==> src/rtl/rtc_bus_sequencer.sv <==
// rtl/rtc_bus_sequencer.sv - burst bus-cycle engine for a multiplexed address/data RTC interface
//
// Runs Cantidad consecutive register transfers (write or read) starting at
// Dir_Inicio. Each transfer is an address phase followed by a data phase, and
// each phase is setup / strobe / hold. Transfers are separated by T_GAP cycles
// with CS released. All outputs are registered and decoded from the next state.
//
// Ports:
//   Clock, Reset      rising-edge clock, synchronous active-high reset
//   Inicie            start request (rising edge, accepted only when idle)
//   Modo              0 = write burst, 1 = read burst (latched at start)
//   Dir_Inicio        first register address (latched at start)
//   Cantidad          number of transfers (latched at start)
//   Dato_Escr         write data for the current Indice (parent lookup)
//   Indice            index of the current transfer
//   Bus_Out, Bus_OE   value and output enable for the AD pins
//   Bus_In            value sampled from the AD pins
//   AD, RD, WR, CS    bus control (AD 0 = address; RD/WR/CS active low)
//   Dato_Leido        last captured read data
//   Dato_Valido       one-cycle pulse when Dato_Leido is updated
//   Ocupado           busy from the first burst cycle through DONE
//   Listo             one-cycle pulse at burst end
module rtc_bus_sequencer #(
    parameter int DATA_W   = 8,
    parameter int CNT_W    = 4,
    parameter int T_SETUP  = 1,
    parameter int T_STROBE = 2,
    parameter int T_HOLD   = 1,
    parameter int T_GAP    = 2
) (
    input  logic              Clock,
    input  logic              Reset,
    input  logic              Inicie,
    input  logic              Modo,
    input  logic [DATA_W-1:0] Dir_Inicio,
    input  logic [CNT_W-1:0]  Cantidad,
    input  logic [DATA_W-1:0] Dato_Escr,
    output logic [CNT_W-1:0]  Indice,
    output logic [DATA_W-1:0] Bus_Out,
    input  logic [DATA_W-1:0] Bus_In,
    output logic              Bus_OE,
    output logic              AD,
    output logic              RD,
    output logic              WR,
    output logic              CS,
    output logic [DATA_W-1:0] Dato_Leido,
    output logic              Dato_Valido,
    output logic              Ocupado,
    output logic              Listo
);

    localparam int T_MAX_SH = (T_SETUP > T_HOLD) ? T_SETUP : T_HOLD;
    localparam int T_MAX_SG = (T_STROBE > T_GAP) ? T_STROBE : T_GAP;
    localparam int T_MAX    = (T_MAX_SH > T_MAX_SG) ? T_MAX_SH : T_MAX_SG;
    // The counter only ever holds (duration - 1).
    localparam int TW       = (T_MAX > 1) ? $clog2(T_MAX) : 1;

    typedef enum logic [3:0] {
        IDLE, A_SET, A_STB, A_HLD, D_SET, D_STB, D_HLD, GAP, DONE
    } state_t;

    state_t            state_q, state_d;
    logic [TW-1:0]     tcnt_q, tcnt_d;
    logic              inicie_prev_q, inicie_prev_d;
    logic              mode_q, mode_d;
    logic [DATA_W-1:0] addr_q, addr_d;
    logic [CNT_W-1:0]  cant_q, cant_d;
    logic [CNT_W-1:0]  idx_q, idx_d;
    logic [DATA_W-1:0] bus_out_q, bus_out_d;
    logic [DATA_W-1:0] leido_q, leido_d;
    logic              valido_q, valido_d;
    logic              oe_q, oe_d;
    logic              ad_q, ad_d;
    logic              rd_q, rd_d;
    logic              wr_q, wr_d;
    logic              cs_q, cs_d;
    logic              ocup_q, ocup_d;
    logic              listo_q, listo_d;

    logic              last;
    logic              a_ph;
    logic              d_ph;

    always_comb begin
        state_d       = state_q;
        tcnt_d        = tcnt_q;
        inicie_prev_d = Inicie;
        mode_d        = mode_q;
        addr_d        = addr_q;
        cant_d        = cant_q;
        idx_d         = idx_q;
        bus_out_d     = bus_out_q;
        leido_d       = leido_q;
        valido_d      = 1'b0;
        last          = (tcnt_q == '0);

        case (state_q)
            IDLE: begin
                if (Inicie && !inicie_prev_q) begin
                    mode_d = Modo;
                    addr_d = Dir_Inicio;
                    cant_d = Cantidad;
                    idx_d  = '0;
                    if (Cantidad == '0) begin
                        state_d = DONE;
                    end else begin
                        state_d = A_SET;
                        tcnt_d  = TW'(T_SETUP - 1);
                    end
                end
            end
            A_SET: begin
                if (last) begin
                    state_d = A_STB;
                    tcnt_d  = TW'(T_STROBE - 1);
                end else begin
                    tcnt_d = tcnt_q - TW'(1);
                end
            end
            A_STB: begin
                if (last) begin
                    state_d = A_HLD;
                    tcnt_d  = TW'(T_HOLD - 1);
                end else begin
                    tcnt_d = tcnt_q - TW'(1);
                end
            end
            A_HLD: begin
                if (last) begin
                    state_d = D_SET;
                    tcnt_d  = TW'(T_SETUP - 1);
                    // Write data is frozen here and held through the data phase.
                    if (!mode_q) begin
                        bus_out_d = Dato_Escr;
                    end
                end else begin
                    tcnt_d = tcnt_q - TW'(1);
                end
            end
            D_SET: begin
                if (last) begin
                    state_d = D_STB;
                    tcnt_d  = TW'(T_STROBE - 1);
                end else begin
                    tcnt_d = tcnt_q - TW'(1);
                end
            end
            D_STB: begin
                if (last) begin
                    state_d = D_HLD;
                    tcnt_d  = TW'(T_HOLD - 1);
                    if (mode_q) begin
                        leido_d  = Bus_In;
                        valido_d = 1'b1;
                    end
                end else begin
                    tcnt_d = tcnt_q - TW'(1);
                end
            end
            D_HLD: begin
                if (last) begin
                    if (idx_q == cant_q - CNT_W'(1)) begin
                        state_d = DONE;
                    end else begin
                        state_d = GAP;
                        tcnt_d  = TW'(T_GAP - 1);
                        idx_d   = idx_q + CNT_W'(1);
                        addr_d  = addr_q + DATA_W'(1);
                    end
                end else begin
                    tcnt_d = tcnt_q - TW'(1);
                end
            end
            GAP: begin
                if (last) begin
                    state_d = A_SET;
                    tcnt_d  = TW'(T_SETUP - 1);
                end else begin
                    tcnt_d = tcnt_q - TW'(1);
                end
            end
            DONE: begin
                state_d = IDLE;
                idx_d   = '0;
            end
            default: begin
                state_d = IDLE;
            end
        endcase

        // Pin decode from the next state so every output is a plain flop.
        a_ph     = (state_d == A_SET) || (state_d == A_STB) || (state_d == A_HLD);
        d_ph     = (state_d == D_SET) || (state_d == D_STB) || (state_d == D_HLD);
        cs_d     = !(a_ph || d_ph);
        ad_d     = !a_ph;
        oe_d     = a_ph || (d_ph && !mode_d);
        wr_d     = !((state_d == A_STB) || ((state_d == D_STB) && !mode_d));
        rd_d     = !((state_d == D_STB) && mode_d);
        ocup_d   = (state_d != IDLE);
        listo_d  = (state_d == DONE);
        if (a_ph) begin
            bus_out_d = addr_d;
        end else if (!(d_ph && !mode_d)) begin
            bus_out_d = '0;
        end
    end

    always_ff @(posedge Clock) begin
        if (Reset) begin
            state_q       <= IDLE;
            tcnt_q        <= '0;
            inicie_prev_q <= 1'b0;
            mode_q        <= 1'b0;
            addr_q        <= '0;
            cant_q        <= '0;
            idx_q         <= '0;
            bus_out_q     <= '0;
            leido_q       <= '0;
            valido_q      <= 1'b0;
            oe_q          <= 1'b0;
            ad_q          <= 1'b1;
            rd_q          <= 1'b1;
            wr_q          <= 1'b1;
            cs_q          <= 1'b1;
            ocup_q        <= 1'b0;
            listo_q       <= 1'b0;
        end else begin
            state_q       <= state_d;
            tcnt_q        <= tcnt_d;
            inicie_prev_q <= inicie_prev_d;
            mode_q        <= mode_d;
            addr_q        <= addr_d;
            cant_q        <= cant_d;
            idx_q         <= idx_d;
            bus_out_q     <= bus_out_d;
            leido_q       <= leido_d;
            valido_q      <= valido_d;
            oe_q          <= oe_d;
            ad_q          <= ad_d;
            rd_q          <= rd_d;
            wr_q          <= wr_d;
            cs_q          <= cs_d;
            ocup_q        <= ocup_d;
            listo_q       <= listo_d;
        end
    end

    assign Indice      = idx_q;
    assign Bus_Out     = bus_out_q;
    assign Bus_OE      = oe_q;
    assign AD          = ad_q;
    assign RD          = rd_q;
    assign WR          = wr_q;
    assign CS          = cs_q;
    assign Dato_Leido  = leido_q;
    assign Dato_Valido = valido_q;
    assign Ocupado     = ocup_q;
    assign Listo       = listo_q;

endmodule

==> config.mk <==
export PLATFORM = sky130hd
export DESIGN_NAME = rtc_bus_sequencer
export DESIGN_NICKNAME = d
export VERILOG_FILES = /design/src/rtl/rtc_bus_sequencer.sv
export SDC_FILE = /design/constraint.sdc
export NUM_CORES = 1
export LEC_CHECK = 0
export ABC_AREA = 1
export BUFFER_PORTS_ARGS = -buffer_cell sky130_fd_sc_hd__clkbuf_2
export CORE_UTILIZATION = 40
export DETAILED_ROUTE_END_ITERATION = 10
export GPL_TIMING_DRIVEN = 0
export PLACE_DENSITY_LB_ADDON = 0.12
export SYNTH_ARGS = -nofsm -noshare
export SYNTH_HDL_FRONTEND = slang
export SYNTH_SLANG_ARGS = --single-unit
==> constraint.sdc <==
create_clock -name Clock -period 2.9 [get_ports Clock]
set_input_delay 0.58 -clock Clock [delete_from_list [all_inputs] [get_ports Clock]]
set_output_delay 0.58 -clock Clock [all_outputs]
set_load 0.005 [all_outputs]
==> results.yml, run 1 <==
status:
  run_status: "completed"
setup_path:
  cp-start-kind: "register"
  cpMaxStageDelayCell: "dfxtp_1"
  timing.critical_path.cells: "inv_2 -> ha_1 -> xor2_1 -> nand2_1 -> nor2_4 -> nand2_2 -> nand3_2 -> nand2_2 -> inv_2 -> nand2_2 -> nand2_4 -> inv_4 -> nand2_1 -> nand2_1 -> nor2_1 -> nor2_1"
  crit_arrival_ps: 2380
  regToRegStartpoint: "cant_q[0]"
  ff2ff_path_depth: 16
  reg2reg_setup_slack_ps: 710
  cp_slowest_stage_delay_ps: 350
  timing.setup.critical_path_class: "reg -> reg"
  timing.critical_path.fanout_max: 9
  endpoint_kind: "register"
  timing.critical_path.depth: 16
  end_point_of_the_critical_path: "Bus_Out[6]"
  worstPathRequired_ps: 3090
  critPathTopFamily: "simple AND/OR/NAND/NOR gates"
  critPathBufInv: 3
  timing.rr.end: "Bus_Out[6]"
  crit_start: "cant_q[0]"
yosys:
  avgSynthCellArea_um2: 6.870
  postSynthCellCount: 365
  synth_fp_nets: 400
  synth_enable_flop_cells: 0
  yosys_warning_count: 0
  yosys_register_bits: 47
  post_synth_num_cell_types: 39
  ys_dominant_reg_cell: "dfxtp_1"
  postSynth.asyncResetShare_pct: 0
  synth.yosys.seq_area_share_pct: 37.52
  mappedNetlistArea_um2: 2507
finish:
  final_common_cell: "nand2_1"
  share_of_layout_cells_above_drive_strength_1_pct: 23.15
  layout.cells.non_filler: 507
  area_growth_pct: 19.31
  nNetsFinal: 466
  nFillCells: 636
  most_frequent_cells_in_the_layout: "85 x nand2_1, 59 x clkbuf_2, 50 x inv_1"
  antenna-diode-count: 0
drt:
  vias_per_cell: 4.789
  num_vias: 2428
  detail_route.iter0.violations: 85
  antenna_violating_nets_post_route: 0
  finalWirelength_um: 6162
  drt_pass1_iterations: 4
  routed_wire_length_per_instance_um: 12.15
  route.detailed.drc: 0
global_route:
  first_pass_grt_wire_length_um: 10250
  globalRoute.totalOverflow: 0
  grt_usage_pct: 20.55
  number_of_antenna_violations_at_the_first_check_in_global_routing: 0
  grt_start_max_net_pins: 18
  grt_pass1_vias: 2163
power:
  total_power_mw: 1.754
  power.density_nw_per_um2: 586.4
  ir_worst_vdd_uv: 349.8
  power.leakage_nw: 1.442
flow_run:
  max_cap_viol_count: 0
sta:
  max_freq_ghz: 0.4569
  final-setup-viol-count: 0
  finalCriticalPeriod_ps: 2189
  slew_headroom_pct: 61.62
  period_utilization_pct: 75.47
  grt_setup_unrepaired: "false"
  fin_worst_skew_ps: 8.870
  finalMaxSlewViolations: 0
  total_negative_slack_for_setup_checks_ps: 0
  worst-slew-pin-transition_ps: 575.8
  report.final.hold_viol_count: 0
min_path:
  timing.hold.worst.class: "reg -> reg"
  min-delay-start: "Dato_Leido[5]"
placement:
  place.detailed.instances: 499
  portBuffers: 59
  gp_congestion: 0.9720
  detailed_place_hpwl_um: 4750
clock_network:
  clock_sinks: 47
  cts-buffers-inserted: 5
  cts_tree: "built"
  postCtsSetupRepairBufs: 0
  postCtsResizedCells: 0
  holdBufCountCts: 0
  cts_htree_levels: 2
  clkLatencyLatePin_ps: 310
  clk_transition_reported_paths_ps: 100
  clk_root_buffer_cell: "clkbuf_8"
  cts_max_path_buffers: 2
floorplanning:
  ios: 60
  start_util_pct: 41.85
  die_h_um: 81.18
  placementRows: 28
  die_x_um: 81.18
  floorplan.die_area_um2: 6589
  core_um2: 5991
## final cells by class
type	count	area, um^2	share of cell area, %
plain buffers	7	35.03	1.171
clock buffers	5	68.82	2.300
clock inverters	3	26.28	0.8783
well taps	75	93.84	3.137
flip-flops and latches	47	940.9	31.45
multi-input cells	254	1310	43.79
inverters	57	221.5	7.403
repair buffers	59	295.3	9.870
## registers in the layout, indices dropped and copies added, names as in the netlist, 4 cells and up
name and count:
Bus_Out 8, Dato_Leido 8, addr_q 8, Indice 4, cant_q 4, state_q 4
## how the worst min path moves through the flow
stage / to / slack, ps / depth (start not counted)
2_1_floorplan: Dato_Leido[0] / 440 / 2
3_3_place_gp: Dato_Leido[2] / 430 / 2
3_5_place_dp: Dato_Leido[5] / 440 / 2
4_1_cts: Dato_Leido[5] / 460 / 2
5_1_grt: Dato_Leido[6] / 480 / 2
6_report: Dato_Leido[5] / 450 / 2
## cells in the mapped netlist (2+ instances only)
| cell | count | area (um^2) |
|---|---|---|
| clkbuf_1 | 4 | 15.01 |
| dfxtp_1 | 47 | 940.9 |
| o21ai_2 | 4 | 35.03 |
| inv_1 | 50 | 187.7 |
| nand4_1 | 5 | 31.28 |
| nor2_1 | 40 | 150.1 |
| nand3_1 | 29 | 145.1 |
| o21ai_1 | 2 | 10.01 |
| a21oi_1 | 20 | 100.1 |
| nor2_4 | 4 | 45.04 |
| nand3_2 | 3 | 30.03 |
| inv_2 | 5 | 18.77 |
| a31oi_1 | 6 | 37.54 |
| o21ai_0 | 19 | 95.09 |
| nor3_1 | 3 | 15.01 |
| nand2_2 | 7 | 43.79 |
| xor2_1 | 3 | 26.28 |
| ha_1 | 3 | 37.54 |
| xnor2_1 | 3 | 26.28 |
| or2_0 | 2 | 12.51 |
| nand2_1 | 85 | 319.1 |
| a22oi_1 | 3 | 22.52 |
| nand2_4 | 2 | 22.52 |
## routing by layer
| layer | vias up | routed length (um) | global-route usage (%) |
|---|---|---|---|
| met5 | - | 0 | 0 |
| met4 | 0 | 108 | 6.786 |
| met3 | 10 | 290 | 3.820 |
| met2 | 55 | 2761 | 31.68 |
| met1 | 1061 | 3002 | 28.59 |
| li1 | 1302 | - | - |
## power by group
| group | internal [mW] | leakage [nW] | total [mW] | switching, mW |
|---|---|---|---|---|
| Combinational | 0.192 | 1.01 | 0.552 | 0.360 |
| Sequential | 0.714 | 0.383 | 0.764 | 0.0497 |
| Clock | 0.178 | 0.0491 | 0.438 | 0.260 |
## kinds of logic (layout without fill, tap and decap cells)
kind of cell	count (synthesis)	after routing	share of synthesized area, %
adder cells (fa/ha/maj)	3	3	1.497
buffers and inverters	64	131	10.23
AO/OA/AOI/OAI	58	58	13.22
XOR/XNOR	6	6	2.096
AND/OR/NAND/NOR	187	187	35.43
flip-flops	47	47	37.52
## worst reg2reg max path, cell delays in order, from the launching register on
cell     delay, ps
dfxtp_1        350
inv_2           60
ha_1           290
xor2_1         130
nand2_1        100
nor2_4         150
nand2_2        140
nand3_2        160
nand2_2        100
inv_2           90
nand2_2         70
nand2_4        100
inv_4           70
nand2_1         90
nand2_1         60
nor2_1          80
nor2_1          40
## stage by stage
stage                     cell area (um^2)  utilization [%]  hold slack, ps  setup WS, ps
after floorplan                       2507                -           439.6         951.9
final                                 2992            49.94           450.8         711.3
after CTS                             2992            49.94           455.6         697.7
after global placement                2897            48.35           432.7         609.8
after detailed placement              2897            48.35           439.7         618.9
after global routing                  2992            49.94           481.1         470.3
Power figures use the tool's default switching activity.
==> run 2, diff against run 1 <==
==> constraint.sdc (replaced) <==
create_clock -name Clock -period 2.2 [get_ports Clock]
set_input_delay 0.44 -clock Clock [delete_from_list [all_inputs] [get_ports Clock]]
set_output_delay 0.44 -clock Clock [all_outputs]
set_load 0.005 [all_outputs]
==> run 2 against run 1 <==
  * Setup slack got worse by 590 ps
  * Power increased by 41%
  * Count of clock-buffer cells in the layout unchanged
  * Sequential power rose by 32%
  * Clock power increased by 31%
  * Critical path depth down 3
  * Non-clock buffer count rose by 8
  * Die area stayed put
  * Flip-flop and latch count did not move
  * Critical endpoint is now CS
==> results.yml, run 2 (synthesized netlist as in run 1, its figures left out) <==
finish:
  share_of_layout_cells_above_drive_strength_1_pct: 27.21
  nNetsFinal: 475
  nFillCells: 631
  final_core_utilization_pct: 52.74
  layout.cells.non_filler: 516
  most_frequent_cells_in_the_layout: "82 x nand2_1, 59 x clkbuf_2, 48 x inv_1"
  antenna-diode-count: 0
  layout.cell_area.non_filler_um2: 3159
  area_growth_pct: 26.00
  final_common_cell: "nand2_1"
sta:
  max_freq_ghz: 0.4811
  finalWorstSetupSlack_ps: 121.3
  finalCriticalPeriod_ps: 2079
  report.final.hold_viol_count: 0
  finalMaxSlewViolations: 0
  fin_hold_ws_ps: 348.5
  fin_worst_skew_ps: 9.834
  worst-slew-pin-transition_ps: 614.1
  slew_headroom_pct: 59.06
  grt_setup_unrepaired: "true"
  final-setup-viol-count: 0
  period_utilization_pct: 94.49
setup_path:
  regToRegStartpoint: "cant_q[0]"
  worstPathRequired_ps: 2370
  endpoint_kind: "register"
  ff2ff_path_depth: 13
  timing.rr.end: "CS"
  crit_arrival_ps: 2250
  timing.critical_path.fanout_max: 7
  reg2reg_setup_slack_ps: 120
  cp-start-kind: "register"
  timing.setup.critical_path_class: "reg -> reg"
drt:
  routed_wire_length_per_instance_um: 12.45
  drt_pass1_iterations: 4
  antenna_violating_nets_post_route: 0
  route.detailed.drc: 0
  detail_route.iter0.violations: 93
  finalWirelength_um: 6424
  vias_per_cell: 4.773
  num_vias: 2463
global_route:
  grt_usage_pct: 20.57
  globalRoute.totalOverflow: 0
  grt_pass1_vias: 2160
  number_of_antenna_violations_at_the_first_check_in_global_routing: 0
  first_pass_grt_wire_length_um: 10250
  grt_start_max_net_pins: 18
placement:
  gp_congestion: 0.9720
  portBuffers: 59
  detailed_place_hpwl_um: 4750
  place.detailed.instances: 499
  post_place_instance_area_um2: 2897
  pre_cts_slack_ps: 12.30
clock_network:
  cts_max_path_buffers: 2
  clk_root_buffer_cell: "clkbuf_8"
  clock_sinks: 47
  cts_htree_levels: 2
  clkLatencyLatePin_ps: 310
  holdBufCountCts: 0
  clk_transition_reported_paths_ps: 110
  cts-buffers-inserted: 5
  cts_tree: "built"
min_path:
  timing.hold.worst.class: "in -> reg"
  min-delay-start: "Inicie"
  hold_path_depth: 3
  min_delay_endpoint: "inicie_prev_q"
status:
  run_status: "completed"
power:
  power.leakage_nw: 1.505
  power.density_nw_per_um2: 783.2
  ir_worst_vdd_uv: 433.9
floorplanning:
  floorplan.die_area_um2: 6589
  die_x_um: 81.18
  placementRows: 28
  start_util_pct: 41.85
  die_h_um: 81.18
  ios: 60
  core_um2: 5991
flow_run:
  max_cap_viol_count: 0
[run 2: cell types whose count changed in the layout (fill, tap and decap cells not counted), moves of 3 or more]
cell | previous run | this run
nand2_1 | 85 | 82
nand2_4 | 2 | 6
nor2_2 | 1 | 4
nor2_1 | 40 | 37
buf_4 | 0 | 7
[run 2: routing by layer]
metal  share of wire (%)  global-route usage (%)  wire length (um)
met3                 4.9                   3.820               312
met2                  46                   31.76              2980
met5                   0                       0                 0
met1                  48                   28.59              3054
met4                 1.2                   6.786                77
[run 2: critical path: stages (launching register included)]
cell and delay (ps):
dfxtp_2 360, inv_4 50, ha_4 250, xor2_1 140, nand2_1 100, nor2_4 160
nand3_4 110, nand2_4 130, nand2_4 80, nor2_4 170, nand2_8 110, buf_4 150
nor2_2 70, a31oi_1 70
[run 2: through the flow]
step	setup TNS, ps	total power, mW
6_report	0	2.474
5_1_grt	-147.5	2.641
4_1_cts	0	2.327
3_5_place_dp	0	1.752
3_3_place_gp	0	1.747
2_1_floorplan	0	1.546
[run 2: area by class of cell]
class,count,area (um^2),area share (%)
multi-input cells,254,1391,44.04
flip-flops and latches,47,942.2,29.82
repair buffers,67,367.9,11.64
inverters,57,229.0,7.248
well taps,75,93.84,2.970
clock buffers,5,68.82,2.178
plain buffers,7,35.03,1.109
clock inverters,3,26.28,0.8317
repair inverters,1,5.005,0.1584
[run 2: what timing repair did]
action                                  CTS  global route
pin swaps                                 0             7
cloned                                    0             1
resized for setup                         1            21
endpoints found under the hold margin     0             0
buffers inserted                          0             8
endpoints found under the setup margin    1            12
[run 2: where the power goes]
group / switching [mW] / internal [mW] / total, mW / leakage, nW
Combinational: 0.553 / 0.339 / 0.891 / 1.07
Clock: 0.338 / 0.235 / 0.573 / 0.0491
Sequential: 0.0675 / 0.942 / 1.01 / 0.383
Total: 0.959 / 1.52 / 2.47 / 1.50
[run 2: worst max path at each step]
| stage | start | endpoint | slack [ps] | cells past startpoint |
|---|---|---|---|---|
| floorplan | cant_q[0] | Bus_Out[5] | 290 | 13 |
| global placement | cant_q[0] | Bus_Out[3] | 20 | 16 |
| detailed placement | cant_q[0] | Bus_Out[6] | 10 | 16 |
| CTS | cant_q[0] | Bus_Out[6] | 20 | 16 |
| global route | cant_q[0] | Bus_Out[5] | -50 | 15 |
| finish | cant_q[0] | CS | 120 | 13 |
==> run 3, diff against run 2 <==
--- a/config.mk
+++ b/config.mk
@@ -11,6 +11,7 @@
 export DETAILED_ROUTE_END_ITERATION = 10
 export GPL_TIMING_DRIVEN = 0
 export PLACE_DENSITY_LB_ADDON = 0.12
+export REMOVE_ABC_BUFFERS = 1
 export SYNTH_ARGS = -nofsm -noshare
 export SYNTH_HDL_FRONTEND = slang
 export SYNTH_SLANG_ARGS = --single-unit
==> run 3 against run 2 <==
  * Register-to-register slack hardly changed
  * Global-route usage is 1.3 points lower
  * Power is 6.0% higher
  * Sequential power hardly changed
  * Clock power is 16% higher
  * Combinational power is 6.1% higher
  * Via count is 1.4% higher
  * Count of clock-buffer cells in the layout stayed put
  * Flip-flop and latch count stayed put
==> results.yml, run 3 (synthesized netlist as in run 1, its figures left out) <==
status:
  run_status: "completed"
finish:
  area_growth_pct: 30.19
  nFillCells: 586
  area_of_combinational_cells_with_multiple_inputs_um2: 1411
  nNetsFinal: 481
  regArea_um2: 943.4
  share_of_layout_cells_above_drive_strength_1_pct: 30.43
  most_frequent_cells_in_the_layout: "81 x nand2_1, 59 x clkbuf_2, 47 x inv_1"
  layout.cells.non_filler: 522
  final_common_cell: "nand2_1"
  antenna-diode-count: 0
setup_path:
  endpoint_kind: "register"
  crit_arrival_ps: 2290
  timing.critical_path.fanout_max: 7
  worstPathRequired_ps: 2420
  cp-start-kind: "register"
  timing.setup.critical_path_class: "reg -> reg"
placement:
  gp_congestion: 0.8194
  pre_cts_slack_ps: 10.95
  place.detailed.instances: 492
  portBuffers: 59
  detailed_place_hpwl_um: 4375
clock_network:
  cts_tree: "built"
  cts_max_path_buffers: 2
  clkLatencyLatePin_ps: 310
  clk_transition_reported_paths_ps: 100
  holdBufCountCts: 0
  clock_sinks: 47
  cts_htree_levels: 2
  cts-buffers-inserted: 5
  clk_root_buffer_cell: "clkbuf_8"
power:
  power.leakage_nw: 1.563
  power.density_nw_per_um2: 803.1
  ir_worst_vdd_uv: 401.5
  total_power_mw: 2.621
floorplanning:
  floorplan.die_area_um2: 6589
  die_x_um: 81.18
  die_h_um: 81.18
  ios: 60
  start_util_pct: 41.85
  placementRows: 28
  core_um2: 5991
drt:
  routed_wire_length_per_instance_um: 11.85
  vias_per_cell: 4.784
  finalWirelength_um: 6185
  route.detailed.drc: 0
  num_vias: 2497
  detail_route.iter0.violations: 82
  antenna_violating_nets_post_route: 0
  drt_pass1_iterations: 4
sta:
  period_utilization_pct: 94.41
  fin_worst_skew_ps: 7.672
  slew_headroom_pct: 54.05
  finalCriticalPeriod_ps: 2077
  finalMaxSlewViolations: 0
  report.final.hold_viol_count: 0
  finalWorstSetupSlack_ps: 122.9
  grt_setup_unrepaired: "true"
  max_freq_ghz: 0.4814
  worst-slew-pin-transition_ps: 688.6
  total_negative_slack_for_setup_checks_ps: 0
  final-setup-viol-count: 0
global_route:
  globalRoute.totalOverflow: 0
  first_pass_grt_wire_length_um: 9687
  number_of_antenna_violations_at_the_first_check_in_global_routing: 0
  grt_usage_pct: 19.25
  grt_pass1_vias: 2153
  grt_start_max_net_pins: 25
min_path:
  timing.hold.worst.class: "in -> reg"
flow_run:
  max_cap_viol_count: 0
-- run 3: cell types whose count changed in the layout (fill, tap and decap cells not counted), moves of 2 or more --
cell / change
nand3_1: -3
nand3_2: +3
inv_6: -2
buf_4: +13
clkbuf_1: -4
-- run 3: final timing paths --
check             cells past startpoint       endpoint     startpoint  slack [ps]
setup / recovery                     15     Bus_Out[5]      cant_q[0]         120
hold / removal                        3  inicie_prev_q         Inicie         340
setup reg to reg                     15     Bus_Out[5]      cant_q[0]         120
hold reg to reg                       2  Dato_Leido[0]  Dato_Leido[0]         450
-- run 3: cell type report --
| type | count | area share [%] |
|---|---|---|
| inverter | 57 | 7.282 |
| clock buffer | 5 | 2.108 |
| timing repair inverter | 1 | 0.1533 |
| sequential | 47 | 28.90 |
| clock inverter | 3 | 1.456 |
| timing repair buffer | 80 | 13.99 |
| multi-input combinational | 254 | 43.23 |
| tap | 75 | 2.875 |
-- run 3: through the flow --
| stage | instance area [um^2] | hold WS, ps | util (%) |
|---|---|---|---|
| global placement | 2861 | 432.2 | 47.77 |
| CTS | 2985 | 331.1 | 49.83 |
| global route | 3264 | 354.5 | 54.49 |
| detailed placement | 2861 | 435.4 | 47.77 |
| finish | 3264 | 339.7 | 54.49 |
| floorplan | 2472 | 442.1 | - |
-- run 3: timing repair --
| item | in CTS | in global routing |
|---|---|---|
| endpoints found under the setup margin | 1 | 15 |
| resized for setup | 1 | 31 |
| pin swaps | 0 | 15 |
| gates cloned | 0 | 1 |
| setup buffers | 0 | 21 |
-- run 3: layer usage --
metal  track usage, %  wire, um  part of all wire [%]  vias to the layer above
met3            3.820       301                   4.9                        8
met2            32.52      2981                    48                       57
met1            24.10      2809                    45                     1110
met5                0         0                     0                        -
met4            6.964        93                   1.5                        0
li1                 -         -                     -                     1322
-- run 3: worst max-delay path, stage by stage (launching register included) --
cell and delay [ps]:
dfxtp_2 360, inv_4 50, ha_4 250, xor2_1 140, nand2_1 100, nor2_4 170
nand3_4 110, nand2_4 120, nand2_4 90, nor2_4 160, nand2_8 100, buf_6 130
o21ai_2 40, nor2_1 50, nand2_1 60, nand2_1 40
-- run 3: power breakdown --
part	total [mW]	internal, mW	switching, mW
Sequential	1.01	0.943	0.0682
Combinational	0.945	0.379	0.565
Clock	0.666	0.345	0.321
Total	2.62	1.67	0.955
